[src/rtl/erx_pkg.sv]
// Shared types and constants for the ether_rx host-side sequencer.
// Latency: n/a (declarations only).
// Backpressure: n/a.
package erx_pkg;

  localparam logic [3:0] CMD_GETSIZE = 4'd1;
  localparam logic [3:0] CMD_GETDATA = 4'd2;

  localparam int CNT_W  = 16;
  localparam int IDX_W  = 9;
  localparam int DATA_W = 32;

  typedef enum logic [2:0] {
    S_IDLE,
    S_GETSIZE,
    S_GETDATA,
    S_PUSH,
    S_ABORT
  } state_t;

  // Saturating increment for the error counter.
  function automatic logic [CNT_W-1:0] sat_inc(input logic [CNT_W-1:0] v);
    return (v == {CNT_W{1'b1}}) ? v : v + CNT_W'(1);
  endfunction

endpackage

[src/rtl/erx_ctrl_if.sv]
// ether_rx command/response toggle handshake plus the outgoing word stream.
// Latency: n/a (wiring only).
// Backpressure: out_ready stalls the stream; the erx side is toggle-paced.
interface erx_ctrl_if;
  import erx_pkg::*;

  logic              erx_ready;
  logic [DATA_W-1:0] erx_data;
  logic              erx_dv;
  logic              erx_cs;
  logic [3:0]        erx_cmd;

  logic              out_valid;
  logic              out_ready;
  logic [DATA_W-1:0] out_data;
  logic              out_first;
  logic              out_last;
  logic              out_err;

  modport master (
    input  erx_ready, erx_data, erx_dv, out_ready,
    output erx_cs, erx_cmd, out_valid, out_data, out_first, out_last, out_err
  );

  modport slave (
    output erx_ready, erx_data, erx_dv, out_ready,
    input  erx_cs, erx_cmd, out_valid, out_data, out_first, out_last, out_err
  );

endinterface

[src/rtl/erx_toggle_det.sv]
// Detects a level change on a toggle-handshake line (shared with the tx controller).
// Latency: combinational tog against a one-cycle registered copy of the line.
// Backpressure: none; tog is a single-cycle event and is masked during reset.
module erx_toggle_det (
  input  logic clk,
  input  logic rst,
  input  logic lvl,
  output logic tog
);

  logic lvl_q;

  // Track the line every cycle, including reset, so no stale toggle appears after reset.
  always_ff @(posedge clk) begin
    lvl_q <= lvl;
  end

  assign tog = (lvl ^ lvl_q) & ~rst;

endmodule

[src/rtl/erx_ctrl.sv]
// Reads frames out of ether_rx (GETSIZE, then GETDATA per word) onto a word stream.
// Latency: one cycle from response toggle to out_valid; commands issue one cycle after entry.
// Backpressure: out_ready holds the pending word; no new command is issued while stalled.
module erx_ctrl
  import erx_pkg::*;
#(
  parameter int TIMEOUT = 1024
) (
  input  logic             erxc_clk,
  input  logic             erxc_rst,
  input  logic             enable,
  erx_ctrl_if.master       bus,
  output logic             busy,
  output logic [CNT_W-1:0] frame_cnt,
  output logic [CNT_W-1:0] err_cnt
);

  localparam int TMO_W = (TIMEOUT > 2) ? $clog2(TIMEOUT) : 1;

  state_t           state;
  logic             tog;
  logic             issued;
  logic             dv_seen;
  logic             abort_pend;
  logic             abort_to_idle;
  logic             started;
  logic [IDX_W-1:0] size;
  logic [IDX_W-1:0] idx;
  logic [TMO_W-1:0] tmo;

  erx_toggle_det u_tog (
    .clk (erxc_clk),
    .rst (erxc_rst),
    .lvl (bus.erx_ready),
    .tog (tog)
  );

  // A frame counts as started once any of its words has been accepted.
  assign started = (state == S_GETDATA) && (idx != '0);
  assign busy    = (state != S_IDLE);

  // Frame sequencer: command issue, response capture, stream push, abort and timeout.
  always_ff @(posedge erxc_clk) begin
    if (erxc_rst) begin
      state         <= S_IDLE;
      issued        <= 1'b0;
      dv_seen       <= 1'b0;
      abort_pend    <= 1'b0;
      abort_to_idle <= 1'b0;
      size          <= '0;
      idx           <= '0;
      tmo           <= '0;
      frame_cnt     <= '0;
      err_cnt       <= '0;
      bus.erx_cs    <= 1'b0;
      bus.erx_cmd   <= '0;
      bus.out_valid <= 1'b0;
      bus.out_data  <= '0;
      bus.out_first <= 1'b0;
      bus.out_last  <= 1'b0;
      bus.out_err   <= 1'b0;
    end else begin
      // A PHY data-valid while busy means a new frame is overwriting the buffer.
      if (bus.erx_dv && state != S_IDLE) dv_seen <= 1'b1;

      unique case (state)
        S_IDLE: begin
          if (tog) begin
            if (enable) begin
              state   <= S_GETSIZE;
              dv_seen <= 1'b0;
            end else begin
              err_cnt <= sat_inc(err_cnt);
            end
          end
        end

        S_GETSIZE, S_GETDATA: begin
          if (tog) begin
            bus.erx_cs <= 1'b0;
            issued     <= 1'b0;
            if (dv_seen) begin
              if (started) begin
                bus.out_valid <= 1'b1;
                bus.out_data  <= '0;
                bus.out_first <= 1'b0;
                bus.out_last  <= 1'b1;
                bus.out_err   <= 1'b1;
                abort_to_idle <= 1'b0;
                err_cnt       <= sat_inc(err_cnt);
                state         <= S_ABORT;
              end else begin
                // Nothing delivered yet: just start over on the newer frame.
                dv_seen <= 1'b0;
                state   <= S_GETSIZE;
              end
            end else if (state == S_GETSIZE) begin
              size <= bus.erx_data[IDX_W-1:0];
              idx  <= '0;
              if (bus.erx_data[IDX_W-1:0] == '0) begin
                frame_cnt <= frame_cnt + CNT_W'(1);
                state     <= S_IDLE;
              end else begin
                state <= S_GETDATA;
              end
            end else begin
              bus.out_valid <= 1'b1;
              bus.out_data  <= bus.erx_data;
              bus.out_first <= (idx == '0);
              bus.out_last  <= (idx == size - IDX_W'(1));
              bus.out_err   <= 1'b0;
              state         <= S_PUSH;
            end
          end else if (!issued) begin
            bus.erx_cs  <= 1'b1;
            bus.erx_cmd <= (state == S_GETSIZE) ? CMD_GETSIZE : CMD_GETDATA;
            issued      <= 1'b1;
            tmo         <= '0;
          end else if (tmo == TMO_W'(TIMEOUT - 1)) begin
            bus.erx_cs <= 1'b0;
            issued     <= 1'b0;
            err_cnt    <= sat_inc(err_cnt);
            if (started) begin
              bus.out_valid <= 1'b1;
              bus.out_data  <= '0;
              bus.out_first <= 1'b0;
              bus.out_last  <= 1'b1;
              bus.out_err   <= 1'b1;
              abort_to_idle <= 1'b1;
              state         <= S_ABORT;
            end else begin
              state <= S_IDLE;
            end
          end else begin
            tmo <= tmo + TMO_W'(1);
          end
        end

        S_PUSH: begin
          if (tog) abort_pend <= 1'b1;
          if (bus.out_ready) begin
            idx        <= idx + IDX_W'(1);
            abort_pend <= 1'b0;
            if (bus.out_last) begin
              // The frame was fully read before the overwrite; finish it, then chase the new one.
              bus.out_valid <= 1'b0;
              frame_cnt     <= frame_cnt + CNT_W'(1);
              if (tog || abort_pend) begin
                dv_seen <= 1'b0;
                state   <= S_GETSIZE;
              end else begin
                state <= S_IDLE;
              end
            end else if (tog || abort_pend) begin
              bus.out_data  <= '0;
              bus.out_first <= 1'b0;
              bus.out_last  <= 1'b1;
              bus.out_err   <= 1'b1;
              abort_to_idle <= 1'b0;
              err_cnt       <= sat_inc(err_cnt);
              state         <= S_ABORT;
            end else begin
              bus.out_valid <= 1'b0;
              state         <= S_GETDATA;
            end
          end
        end

        S_ABORT: begin
          if (bus.out_ready) begin
            bus.out_valid <= 1'b0;
            bus.out_last  <= 1'b0;
            bus.out_err   <= 1'b0;
            if (abort_to_idle) begin
              state <= S_IDLE;
            end else begin
              dv_seen <= 1'b0;
              state   <= S_GETSIZE;
            end
          end
        end

        default: state <= S_IDLE;
      endcase
    end
  end

endmodule

[src/flat_wrapper.sv]
// flat-port wrapper written by rule: the top's interface ports become plain ports
module erx_ctrl_flat import erx_pkg::*;
#(
  parameter int TIMEOUT = 1024
)
  (erxc_clk, erxc_rst, enable, busy, frame_cnt, err_cnt, bus_erx_ready, bus_erx_data, bus_erx_dv, bus_out_ready, bus_erx_cs, bus_erx_cmd, bus_out_valid, bus_out_data, bus_out_first, bus_out_last, bus_out_err);
  erx_ctrl_if bus_i ();
  input  logic erxc_clk;
  input  logic erxc_rst;
  input  logic enable;
  output logic busy;
  output logic [CNT_W-1:0] frame_cnt;
  output logic [CNT_W-1:0] err_cnt;
  input wire logic [$bits(bus_i.erx_ready)-1:0] bus_erx_ready;
  input wire logic [$bits(bus_i.erx_data)-1:0] bus_erx_data;
  input wire logic [$bits(bus_i.erx_dv)-1:0] bus_erx_dv;
  input wire logic [$bits(bus_i.out_ready)-1:0] bus_out_ready;
  output wire logic [$bits(bus_i.erx_cs)-1:0] bus_erx_cs;
  output wire logic [$bits(bus_i.erx_cmd)-1:0] bus_erx_cmd;
  output wire logic [$bits(bus_i.out_valid)-1:0] bus_out_valid;
  output wire logic [$bits(bus_i.out_data)-1:0] bus_out_data;
  output wire logic [$bits(bus_i.out_first)-1:0] bus_out_first;
  output wire logic [$bits(bus_i.out_last)-1:0] bus_out_last;
  output wire logic [$bits(bus_i.out_err)-1:0] bus_out_err;
  assign bus_i.erx_ready = bus_erx_ready;
  assign bus_i.erx_data = bus_erx_data;
  assign bus_i.erx_dv = bus_erx_dv;
  assign bus_i.out_ready = bus_out_ready;
  assign bus_erx_cs = bus_i.erx_cs;
  assign bus_erx_cmd = bus_i.erx_cmd;
  assign bus_out_valid = bus_i.out_valid;
  assign bus_out_data = bus_i.out_data;
  assign bus_out_first = bus_i.out_first;
  assign bus_out_last = bus_i.out_last;
  assign bus_out_err = bus_i.out_err;
  erx_ctrl #(.TIMEOUT(TIMEOUT)) u_core (.erxc_clk(erxc_clk), .erxc_rst(erxc_rst), .enable(enable), .bus(bus_i), .busy(busy), .frame_cnt(frame_cnt), .err_cnt(err_cnt));
endmodule
[config.mk]
export PLATFORM = sky130hd
export DESIGN_NAME = erx_ctrl_flat
export DESIGN_NICKNAME = d
export VERILOG_FILES = /design/src/rtl/erx_pkg.sv /design/src/rtl/erx_ctrl_if.sv /design/src/rtl/erx_toggle_det.sv /design/src/rtl/erx_ctrl.sv /design/src/flat_wrapper.sv
export SDC_FILE = /design/constraint.sdc
export NUM_CORES = 1
export LEC_CHECK = 0
export ABC_AREA = 1
export CORE_ASPECT_RATIO = 0.5
export CORE_MARGIN = 8
export CORE_UTILIZATION = 51
export DETAILED_ROUTE_END_ITERATION = 10
export PLACE_DENSITY = 0.82
export SYNTH_ARGS = -nofsm -noshare
export SYNTH_HDL_FRONTEND = slang
export SYNTH_SLANG_ARGS = --single-unit
export TNS_END_PERCENT = 10
[constraint.sdc]
create_clock -name erxc_clk -period 2 [get_ports erxc_clk]
set_input_delay 0.4 -clock erxc_clk [delete_from_list [all_inputs] [get_ports erxc_clk]]
set_output_delay 0.4 -clock erxc_clk [all_outputs]
set_load 0.03 [all_outputs]
==> impl_metrics.prom, run 1 <==
# TYPE chip_impl_metric gauge
chip_impl_info{name="critical_path_capture_point_type",value="flop"} 1
chip_impl_metric{name="floorplan.initialDensity",unit=""} 0.521
chip_impl_metric{name="multi_input_logic_area",unit="mm²"} 0.00352
chip_impl_info{name="min_from",value="bus_erx_ready"} 1
chip_impl_info{name="failed_checks",value="negative setup slack"} 1
chip_impl_metric{name="synth.ff_latch_count",unit=""} 107
chip_impl_metric{name="dr_vias",unit=""} 6758
chip_impl_metric{name="drc",unit=""} 0
chip_impl_metric{name="ant_nets",unit=""} 0
chip_impl_info{name="grt_setup_unrepaired",value="true"} 1
chip_impl_metric{name="io_buffer_count",unit=""} 109
chip_impl_metric{name="timing.final.max_slew_violations",unit=""} 0
chip_impl_metric{name="layout.cell_area.non_filler",unit="mm²"} 0.00831
chip_impl_metric{name="avgViaCountPerCell",unit=""} 5.39
chip_impl_metric{name="routed-wl-met3",unit="mm"} 1.43
chip_impl_info{name="r2r-end",value="u_core.bus.out_data[13]$_SDFFE_PP0P_"} 1
chip_impl_metric{name="antenna_cells",unit=""} 0
chip_impl_info{name="synth-main-ff-cell",value="sky130_fd_sc_hd__dfxtp_1"} 1
chip_impl_metric{name="max_cap_viol_count",unit=""} 0
chip_impl_metric{name="crit_arrival",unit="ns"} 2.22
chip_impl_metric{name="yosysWarnings",unit=""} 0
chip_impl_metric{name="max-clock-path-buffers",unit=""} 2
chip_impl_metric{name="syn_area_per_cell",unit="µm²"} 6.68
chip_impl_metric{name="boundary_pins",unit=""} 112
chip_impl_metric{name="r2r_setup_slack",unit="ns"} -0.006
chip_impl_metric{name="critPathMaxFanout",unit=""} 6
chip_impl_metric{name="route.met2.wl",unit="mm"} 8.80
chip_impl_metric{name="number_of_h_tree_branching_levels",unit=""} 3
chip_impl_info{name="crit_path_start_kind",value="flop"} 1
chip_impl_metric{name="fin_worst_skew",unit="ns"} 0.0105
chip_impl_metric{name="maxClockFrequency",unit="MHz"} 499
chip_impl_metric{name="area_growth",unit="%"} 35.5
chip_impl_metric{name="initial_antenna_violation_count",unit=""} 0
chip_impl_metric{name="worstHoldPathCells",unit=""} 1
chip_impl_metric{name="power.static_leakage",unit="nW"} 3.16
chip_impl_info{name="critPathKind",value="reg -> reg"} 1
chip_impl_metric{name="drt_pass1_iterations",unit=""} 5
chip_impl_metric{name="hpwl",unit="mm"} 13.2
chip_impl_metric{name="grt.overflow.total",unit=""} 0
chip_impl_metric{name="dieHeight",unit="µm"} 93.6
chip_impl_metric{name="synth.cell_area",unit="mm²"} 0.00613
chip_impl_metric{name="min_period_over_period",unit=""} 1.00
chip_impl_metric{name="die_outline_area",unit="mm²"} 0.0160
chip_impl_info{name="cts_tree",value="built"} 1
chip_impl_metric{name="die_w",unit="µm"} 171
chip_impl_metric{name="tritoncts_num_sinks",unit=""} 107
chip_impl_metric{name="reg2regPathDepth",unit=""} 13
chip_impl_metric{name="drt_iter0_markers",unit=""} 573
chip_impl_metric{name="share_of_final_layout_standard_cells_stronger_than_drive_strength_1",unit=""} 0.147
chip_impl_metric{name="sequential_fraction_of_the_synthesis_area",unit=""} 0.349
chip_impl_metric{name="met1_length",unit="mm"} 8.19
chip_impl_metric{name="max-slew-margin-rel",unit=""} 0.445
chip_impl_metric{name="setup_viol",unit=""} 1
chip_impl_info{name="min-delay-path-class",value="in -> reg"} 1
chip_impl_metric{name="power.density_cell_area",unit="mW/mm²"} 794
chip_impl_metric{name="number_of_global_route_vias_before_repair",unit=""} 6162
chip_impl_metric{name="period_minus_slack",unit="ns"} 2.01
chip_impl_info{name="outcome",value="finished with violations"} 1
chip_impl_metric{name="ff_latch_area",unit="mm²"} 0.00214
chip_impl_metric{name="final_non_filler_cells",unit=""} 1254
chip_impl_metric{name="fp-row-count",unit=""} 28
chip_impl_metric{name="grtUsageTotal",unit=""} 0.220
chip_impl_metric{name="cell_area_after_placement",unit="mm²"} 0.00779
chip_impl_metric{name="yosys.cell_types.count",unit=""} 46
chip_impl_metric{name="netlist_instances",unit=""} 919
chip_impl_metric{name="worstPathRequired",unit="ns"} 2.22
chip_impl_metric{name="final_weighted_congestion_of_routability_driven_global_placement",unit=""} 0.919
chip_impl_info{name="route.top_layer_used",value="met4"} 1
chip_impl_metric{name="synth-edff-count",unit=""} 0
chip_impl_metric{name="global_route_wire_length_before_repair",unit="mm"} 29.4
chip_impl_metric{name="cts_clock_pin_slew_for_the_worst_setup_and_hold_paths",unit="ns"} 0.08
chip_impl_metric{name="cts_buffers",unit=""} 9
chip_impl_metric{name="postRouteWirelength",unit="mm"} 18.7
chip_impl_metric{name="nNetsFinal",unit=""} 1128
chip_impl_info{name="hold_end",value="u_core.u_tog.lvl_q$_DFF_P_"} 1
chip_impl_metric{name="power.ir.vdd_worst",unit="V"} 0.000436
chip_impl_metric{name="max_slew.worst_pin.slew",unit="ns"} 0.833
chip_impl_metric{name="post-place-ws",unit="ns"} -0.343
chip_impl_metric{name="n_fill_cell",unit=""} 979
chip_impl_metric{name="report.power.total",unit="W"} 0.00660
chip_impl_metric{name="pin_count_of_the_biggest_net_entering_global_routing",unit=""} 72
chip_impl_metric{name="avgRoutedWirePerCell",unit="µm"} 14.9
chip_impl_metric{name="async_reset_ff_frac",unit=""} 0
chip_impl_metric{name="placeableCoreArea",unit="mm²"} 0.0118
chip_impl_metric{name="final_hold_viol_count",unit=""} 0
chip_impl_metric{name="final.setup.worst_slack",unit="ns"} -0.00558
chip_impl_metric{name="place_inst",unit=""} 1226
chip_impl_metric{name="holdBufCountCts",unit=""} 0
chip_impl_info{name="buffer_type_at_the_clock_tree_root",value="sky130_fd_sc_hd__clkbuf_16"} 1
chip_impl_metric{name="worst_skew_pair.late_latency",unit="ns"} 0.35
chip_impl_info{name="reg2reg_from",value="u_core.tmo[0]$_SDFFE_PP0P_"} 1
[state kept, by name (all words and copies together) (netlist names), 2 cells and up]
register / count
u_core.bus.erx_cmd: 2
u_core.bus.out_data: 32
u_core.state: 3
u_core.idx: 9
u_core.frame_cnt: 16
u_core.tmo: 10
u_core.size: 9
u_core.err_cnt: 16
[kinds of logic after synthesis]
kind of cell    count (synthesis)  synth area share
buf+inv                       128            0.0948
xor+xnor                       30            0.0428
simple gates                  476             0.348
fa+ha+maj                       6            0.0122
other cells                     1          0.000611
compound gates                171             0.153
flops                         107             0.349
[cells in the final DEF, fill, tap and decap left out, drive strengths merged]
cell / instances
clkbuf: 11
dlygate4sd2: 1
or2: 6
nor2: 106
nor3: 22
clkinv: 7
o2111ai: 4
a21oi: 108
conb: 2
buf: 81
clkdlybuf4s50: 106
xor2: 23
xnor2: 7
dlymetal6s2s: 1
nand4: 24
nor4: 4
and3: 2
a31oi: 6
o211ai: 2
nand3: 77
nand2: 231
a22oi: 1
o21bai: 1
a21boi: 1
o21ai: 40
ha: 6
clkinvlp: 1
o21a: 1
a211oi: 7
nor3b: 2
dfxtp: 107
nand3b: 2
inv: 89
[metrics by stage]
| step | TNS [ns] | hold slack [ns] | utilization |
|---|---|---|---|
| final | -0.00558 | 0.207 | 0.706 |
| after global routing | -3.66 | 0.223 | 0.706 |
| after CTS | 0 | 0.469 | 0.687 |
| after detailed placement | -20.98 | 0.459 | 0.662 |
| after global placement | -17.82 | 0.453 | 0.662 |
| after floorplan | 0 | 0.428 | - |
[critical path, cell delays in order (launching register included)]
cell                       delay [ns]
sky130_fd_sc_hd__dfxtp_2         0.35
sky130_fd_sc_hd__ha_2            0.18
sky130_fd_sc_hd__nand3_1         0.12
sky130_fd_sc_hd__nor2_2          0.16
sky130_fd_sc_hd__nand4_1         0.20
sky130_fd_sc_hd__nand2_4         0.15
sky130_fd_sc_hd__nand2_2         0.08
sky130_fd_sc_hd__nor2_4          0.12
sky130_fd_sc_hd__nand3_4         0.12
sky130_fd_sc_hd__clkinv_4        0.11
sky130_fd_sc_hd__buf_4           0.11
sky130_fd_sc_hd__nand2_1         0.04
sky130_fd_sc_hd__o21ai_1         0.07
sky130_fd_sc_hd__nor2_1          0.05
[worst max path at each step]
stage,start,to,slack (ns),cells after the start
floorplan,u_core.err_cnt[0]$_SDFFE_PP0P_,u_core.err_cnt[5]$_SDFFE_PP0P_,0.14,10
global placement,bus_erx_ready,u_core.frame_cnt[6]$_SDFFE_PP0P_,-0.32,13
detailed placement,bus_erx_ready,u_core.frame_cnt[6]$_SDFFE_PP0P_,-0.34,13
CTS,u_core.state[1]$_SDFFE_PP0P_,busy,0.02,5
global route,u_core.tmo[0]$_SDFFE_PP0P_,u_core.bus.out_valid$_SDFFE_PP0P_,-0.17,11
finish,u_core.tmo[0]$_SDFFE_PP0P_,u_core.bus.out_data[13]$_SDFFE_PP0P_,-0.006,13
[synthesized netlist by cell type, types with 2 or more instances]
master	instances	area, µm²
sky130_fd_sc_hd__nand2_1	224	841
sky130_fd_sc_hd__a21oi_1	107	536
sky130_fd_sc_hd__dfxtp_1	107	2140
sky130_fd_sc_hd__nor2_1	99	372
sky130_fd_sc_hd__inv_1	81	304
sky130_fd_sc_hd__nand3_1	69	345
sky130_fd_sc_hd__o21ai_0	37	185
sky130_fd_sc_hd__nand4_1	24	150
sky130_fd_sc_hd__xor2_1	23	201
sky130_fd_sc_hd__nor3_1	22	110
sky130_fd_sc_hd__clkbuf_1	15	56.3
sky130_fd_sc_hd__buf_2	10	50.1
sky130_fd_sc_hd__a211oi_1	7	52.6
sky130_fd_sc_hd__buf_6	7	78.8
sky130_fd_sc_hd__nand3_2	7	70.1
sky130_fd_sc_hd__xnor2_1	7	61.3
sky130_fd_sc_hd__ha_1	6	75.1
sky130_fd_sc_hd__nor2_2	6	37.5
sky130_fd_sc_hd__or2_2	6	37.5
sky130_fd_sc_hd__a31oi_1	5	31.3
sky130_fd_sc_hd__buf_4	4	30.0
sky130_fd_sc_hd__inv_2	4	15.0
sky130_fd_sc_hd__nor4_1	4	25.0
sky130_fd_sc_hd__o2111ai_1	4	35.0
sky130_fd_sc_hd__nand2_2	3	18.8
sky130_fd_sc_hd__nand2_4	3	33.8
sky130_fd_sc_hd__o21ai_1	3	15.0
sky130_fd_sc_hd__and3_1	2	12.5
sky130_fd_sc_hd__clkinv_1	2	7.51
sky130_fd_sc_hd__inv_4	2	12.5
sky130_fd_sc_hd__nand3b_1	2	15.0
sky130_fd_sc_hd__nor3b_1	2	15.0
sky130_fd_sc_hd__o211ai_1	2	15.0
[cell type report]
type                            instances  area share
Clock inverter                          6     0.00738
Multi-Input combinational cell        685       0.424
Sequential cell                       107       0.258
Timing Repair inverter                  1    0.000602
Inverter                               90      0.0421
Timing Repair Buffer                  190       0.216
Clock buffer                           10      0.0275
Tap cell                              165      0.0248
[repair_timing]
item                       in CTS  in global routing
setup endpoints to repair       1                 78
setup buffers                   0                 10
gates cloned                    0                  2
resized for setup               3                 36
pin swaps                       0                 10
[layer usage]
metal	up-vias	track usage
met5	-	0
met4	0	0.0590
met3	27	0.0500
met2	268	0.373
met1	3109	0.280
li1	3354	-
[power by group]
group          switching, W  leakage (nW)  internal (W)
registers          0.000147         0.867       0.00229
logic               0.00145          2.15      0.000981
clock network      0.000862         0.138      0.000875
total               0.00246          3.16       0.00414
Note: power is estimated with default switching activity, not from simulation.
==> run 2, diff against run 1 <==
GPL_TIMING_DRIVEN = 0   (was not set)
HOLD_SLACK_MARGIN = 0.12   (was not set)
==> run 2 against run 1 <==
Net effect:
- the flow now finishes without violations
- cell count shrank 1.4%
- count of clock-buffer cells in the layout grew 3
- register-to-register slack gained 0.05 ns
- via count grew 1.9%
- maximum frequency grew 2.5%
- largest cell class unchanged
==> impl_metrics.prom, run 2 (synthesis results as in run 1) <==
# TYPE chip_impl_metric gauge
chip_impl_metric{name="number_of_global_route_vias_before_repair",unit=""} 6439
chip_impl_info{name="largest_register",value="u_core.bus.out_data"} 1
chip_impl_info{name="route.top_layer_used",value="met4"} 1
chip_impl_info{name="r2r-end",value="u_core.bus.out_first$_SDFFE_PP0P_"} 1
chip_impl_metric{name="share_of_final_layout_standard_cells_stronger_than_drive_strength_1",unit=""} 0.124
chip_impl_metric{name="met1_length",unit="mm"} 8.31
chip_impl_info{name="outcome",value="finished, final reports clean"} 1
chip_impl_metric{name="floorplan.initialDensity",unit=""} 0.521
chip_impl_metric{name="max_cap_viol_count",unit=""} 0
chip_impl_metric{name="r2r_setup_slack",unit="ns"} 0.04
chip_impl_metric{name="grt.overflow.total",unit=""} 0
chip_impl_metric{name="power.static_leakage",unit="nW"} 3.02
chip_impl_metric{name="fin_worst_skew",unit="ns"} 0.00844
chip_impl_metric{name="drt_iter0_markers",unit=""} 699
chip_impl_metric{name="power.density_cell_area",unit="mW/mm²"} 817
chip_impl_metric{name="die_outline_area",unit="mm²"} 0.0160
chip_impl_metric{name="cts_buffers",unit=""} 9
chip_impl_metric{name="ant_nets",unit=""} 0
chip_impl_metric{name="crit_arrival",unit="ns"} 2.20
chip_impl_metric{name="pin_count_of_the_biggest_net_entering_global_routing",unit=""} 17
chip_impl_metric{name="cts_clock_pin_slew_for_the_worst_setup_and_hold_paths",unit="ns"} 0.07
chip_impl_metric{name="finalHoldWorstSlack",unit="ns"} 0.314
chip_impl_metric{name="worstHoldPathCells",unit=""} 2
chip_impl_metric{name="drt_pass1_iterations",unit=""} 6
chip_impl_metric{name="worst_skew_pair.late_latency",unit="ns"} 0.35
chip_impl_metric{name="setup_viol",unit=""} 0
chip_impl_metric{name="max_slew.worst_pin.slew",unit="ns"} 0.636
chip_impl_metric{name="nNetsFinal",unit=""} 1110
chip_impl_metric{name="period_minus_slack",unit="ns"} 1.96
chip_impl_metric{name="final.setup.worst_slack",unit="ns"} 0.0443
chip_impl_metric{name="drc",unit=""} 0
chip_impl_metric{name="maxClockFrequency",unit="MHz"} 511
chip_impl_metric{name="hpwl",unit="mm"} 13.9
chip_impl_metric{name="max-slew-margin-rel",unit=""} 0.573
chip_impl_info{name="buffer_type_at_the_clock_tree_root",value="sky130_fd_sc_hd__clkbuf_16"} 1
chip_impl_metric{name="post-place-ws",unit="ns"} -0.610
chip_impl_metric{name="boundary_pins",unit=""} 112
chip_impl_metric{name="avgViaCountPerCell",unit=""} 5.57
chip_impl_info{name="critical_path_capture_point_type",value="flop"} 1
chip_impl_metric{name="route.met2.wl",unit="mm"} 9.14
chip_impl_metric{name="final_weighted_congestion_of_routability_driven_global_placement",unit=""} 0.937
chip_impl_metric{name="grtUsageTotal",unit=""} 0.235
chip_impl_metric{name="area_growth",unit="%"} 33.2
chip_impl_metric{name="number_of_h_tree_branching_levels",unit=""} 3
chip_impl_metric{name="timing.final.max_slew_violations",unit=""} 0
chip_impl_metric{name="place_inst",unit=""} 1193
chip_impl_info{name="hold_end",value="u_core.size[7]$_SDFFE_PP0P_"} 1
chip_impl_metric{name="postRouteWirelength",unit="mm"} 19.6
chip_impl_info{name="critPathKind",value="reg -> reg"} 1
chip_impl_info{name="crit_path_start_kind",value="flop"} 1
chip_impl_metric{name="max-clock-path-buffers",unit=""} 2
chip_impl_metric{name="io_buffer_count",unit=""} 108
chip_impl_metric{name="global_route_wire_length_before_repair",unit="mm"} 31.1
chip_impl_info{name="most_frequent_cells_in_the_layout",value="sky130_fd_sc_hd__nand2_1 (216), sky130_fd_sc_hd__a21oi_1 (106), sky130_fd_sc_hd__clkdlybuf4s50_1 (105)"} 1
chip_impl_metric{name="final_non_filler_cells",unit=""} 1236
chip_impl_info{name="min-delay-path-class",value="in -> reg"} 1
chip_impl_info{name="mostFrequentLayoutCell",value="sky130_fd_sc_hd__nand2_1"} 1
chip_impl_info{name="reg2reg_from",value="u_core.tmo[1]$_SDFFE_PP0P_"} 1
chip_impl_metric{name="dr_vias",unit=""} 6885
chip_impl_metric{name="routed-wl-met3",unit="mm"} 1.79
chip_impl_metric{name="initial_antenna_violation_count",unit=""} 0
chip_impl_metric{name="antenna_cells",unit=""} 0
chip_impl_metric{name="die_w",unit="µm"} 171
chip_impl_metric{name="reg2regPathDepth",unit=""} 12
chip_impl_info{name="reg.largest.list",value="u_core.bus.out_data (32), u_core.err_cnt (16), u_core.frame_cnt (16)"} 1
chip_impl_info{name="cts_tree",value="built"} 1
chip_impl_metric{name="placeableCoreArea",unit="mm²"} 0.0118
chip_impl_info{name="min_from",value="erxc_rst"} 1
chip_impl_metric{name="power.ir.vdd_worst",unit="V"} 0.000441
chip_impl_metric{name="min_period_over_period",unit=""} 0.978
chip_impl_metric{name="avgRoutedWirePerCell",unit="µm"} 15.9
chip_impl_metric{name="tritoncts_num_sinks",unit=""} 107
chip_impl_metric{name="critPathMaxFanout",unit=""} 10
chip_impl_metric{name="dieHeight",unit="µm"} 93.6
chip_impl_info{name="grt_setup_unrepaired",value="true"} 1
chip_impl_metric{name="n_fill_cell",unit=""} 987
chip_impl_metric{name="largest_reg_flops",unit=""} 32
chip_impl_metric{name="fp-row-count",unit=""} 28
chip_impl_metric{name="worstPathRequired",unit="ns"} 2.24
chip_impl_metric{name="final_hold_viol_count",unit=""} 0
[run 2: cell types whose count changed in the layout (fill, tap and decap cells not counted), moves of 4 or more]
cell                       before  now
sky130_fd_sc_hd__buf_12         5    1
sky130_fd_sc_hd__dfxtp_1      105  101
sky130_fd_sc_hd__a21oi_1       99  106
sky130_fd_sc_hd__clkbuf_1       1   17
sky130_fd_sc_hd__nand2_1      220  216
sky130_fd_sc_hd__nor2_4         4   10
sky130_fd_sc_hd__nor2_2        10    5
sky130_fd_sc_hd__a21oi_2        8    0
sky130_fd_sc_hd__buf_4         71   32
sky130_fd_sc_hd__buf_6          3    8
sky130_fd_sc_hd__nand2_4        3    8
sky130_fd_sc_hd__buf_2          1    6
[run 2: cell type report]
type                            count  area, µm²  share of cell area
Clock buffer                       13        250              0.0306
Multi-Input combinational cell    685       3620               0.443
Tap cell                          165        206              0.0253
Buffer                             38        251              0.0308
Timing Repair Buffer              135       1300               0.159
Sequential cell                   107       2150               0.263
Clock inverter                      3       47.5             0.00582
Inverter                           90        352              0.0430
[run 2: layer usage]
layer  vias to the layer above  GRT usage
met3                        36     0.0530
li1                       3319          -
met1                      3212      0.297
met4                         0     0.0690
met2                       318      0.397
met5                         -          0
[run 2: critical path, cell delays in order (launching register included)]
cell                      delay, ns
sky130_fd_sc_hd__dfxtp_2       0.36
sky130_fd_sc_hd__ha_4          0.16
sky130_fd_sc_hd__nand3_4       0.08
sky130_fd_sc_hd__nor2_4        0.12
sky130_fd_sc_hd__nand4_1       0.16
sky130_fd_sc_hd__nand2_4       0.15
sky130_fd_sc_hd__nand2_4       0.07
sky130_fd_sc_hd__nor2_4        0.13
sky130_fd_sc_hd__nand3_4       0.11
sky130_fd_sc_hd__buf_6         0.17
sky130_fd_sc_hd__buf_8         0.14
sky130_fd_sc_hd__a31oi_4       0.14
sky130_fd_sc_hd__nor2_2        0.05
[run 2: metrics by stage]
stage	utilization	cell area, µm²	TNS (ns)	total power (W)
2_1_floorplan	-	6140	0	0.00390
3_3_place_gp	0.631	7430	-40.82	0.00453
3_5_place_dp	0.631	7430	-46.24	0.00457
4_1_cts	0.676	7960	-0.0143	0.00651
5_1_grt	0.694	8170	-1.59	0.00699
6_report	0.694	8170	0	0.00667
[run 2: power by group]
part	internal, W	leakage [nW]	switching, W	total, W
clock	0.00101	0.144	0.000795	0.00181
combinational	0.000927	2.00	0.00149	0.00242
sequential	0.00229	0.869	0.000161	0.00245
[run 2: what timing repair did]
item / CTS / global route
hold buffers: 0 / 0
gates resized for setup: 36 / 33
pin swaps: 8 / 10
endpoints found under the setup margin: 86 / 74
gates cloned: 1 / 0
buffers inserted: 16 / 11
[run 2: worst max-delay path by stage]
stage	end	cells past startpoint	startpoint	slack (ns)
after global placement	u_core.bus.out_data[30]$_SDFFE_PP0P_	11	bus_erx_ready	-0.54
after CTS	u_core.bus.erx_cs$_SDFFE_PP0P_	14	u_core.tmo[0]$_SDFFE_PP0P_	-0.009
final	u_core.bus.out_first$_SDFFE_PP0P_	12	u_core.tmo[1]$_SDFFE_PP0P_	0.04
after global routing	u_core.bus.out_first$_SDFFE_PP0P_	12	u_core.tmo[1]$_SDFFE_PP0P_	-0.09
after detailed placement	u_core.bus.out_data[28]$_SDFFE_PP0P_	11	bus_erx_ready	-0.61
after floorplan	u_core.err_cnt[5]$_SDFFE_PP0P_	10	u_core.err_cnt[0]$_SDFFE_PP0P_	0.14
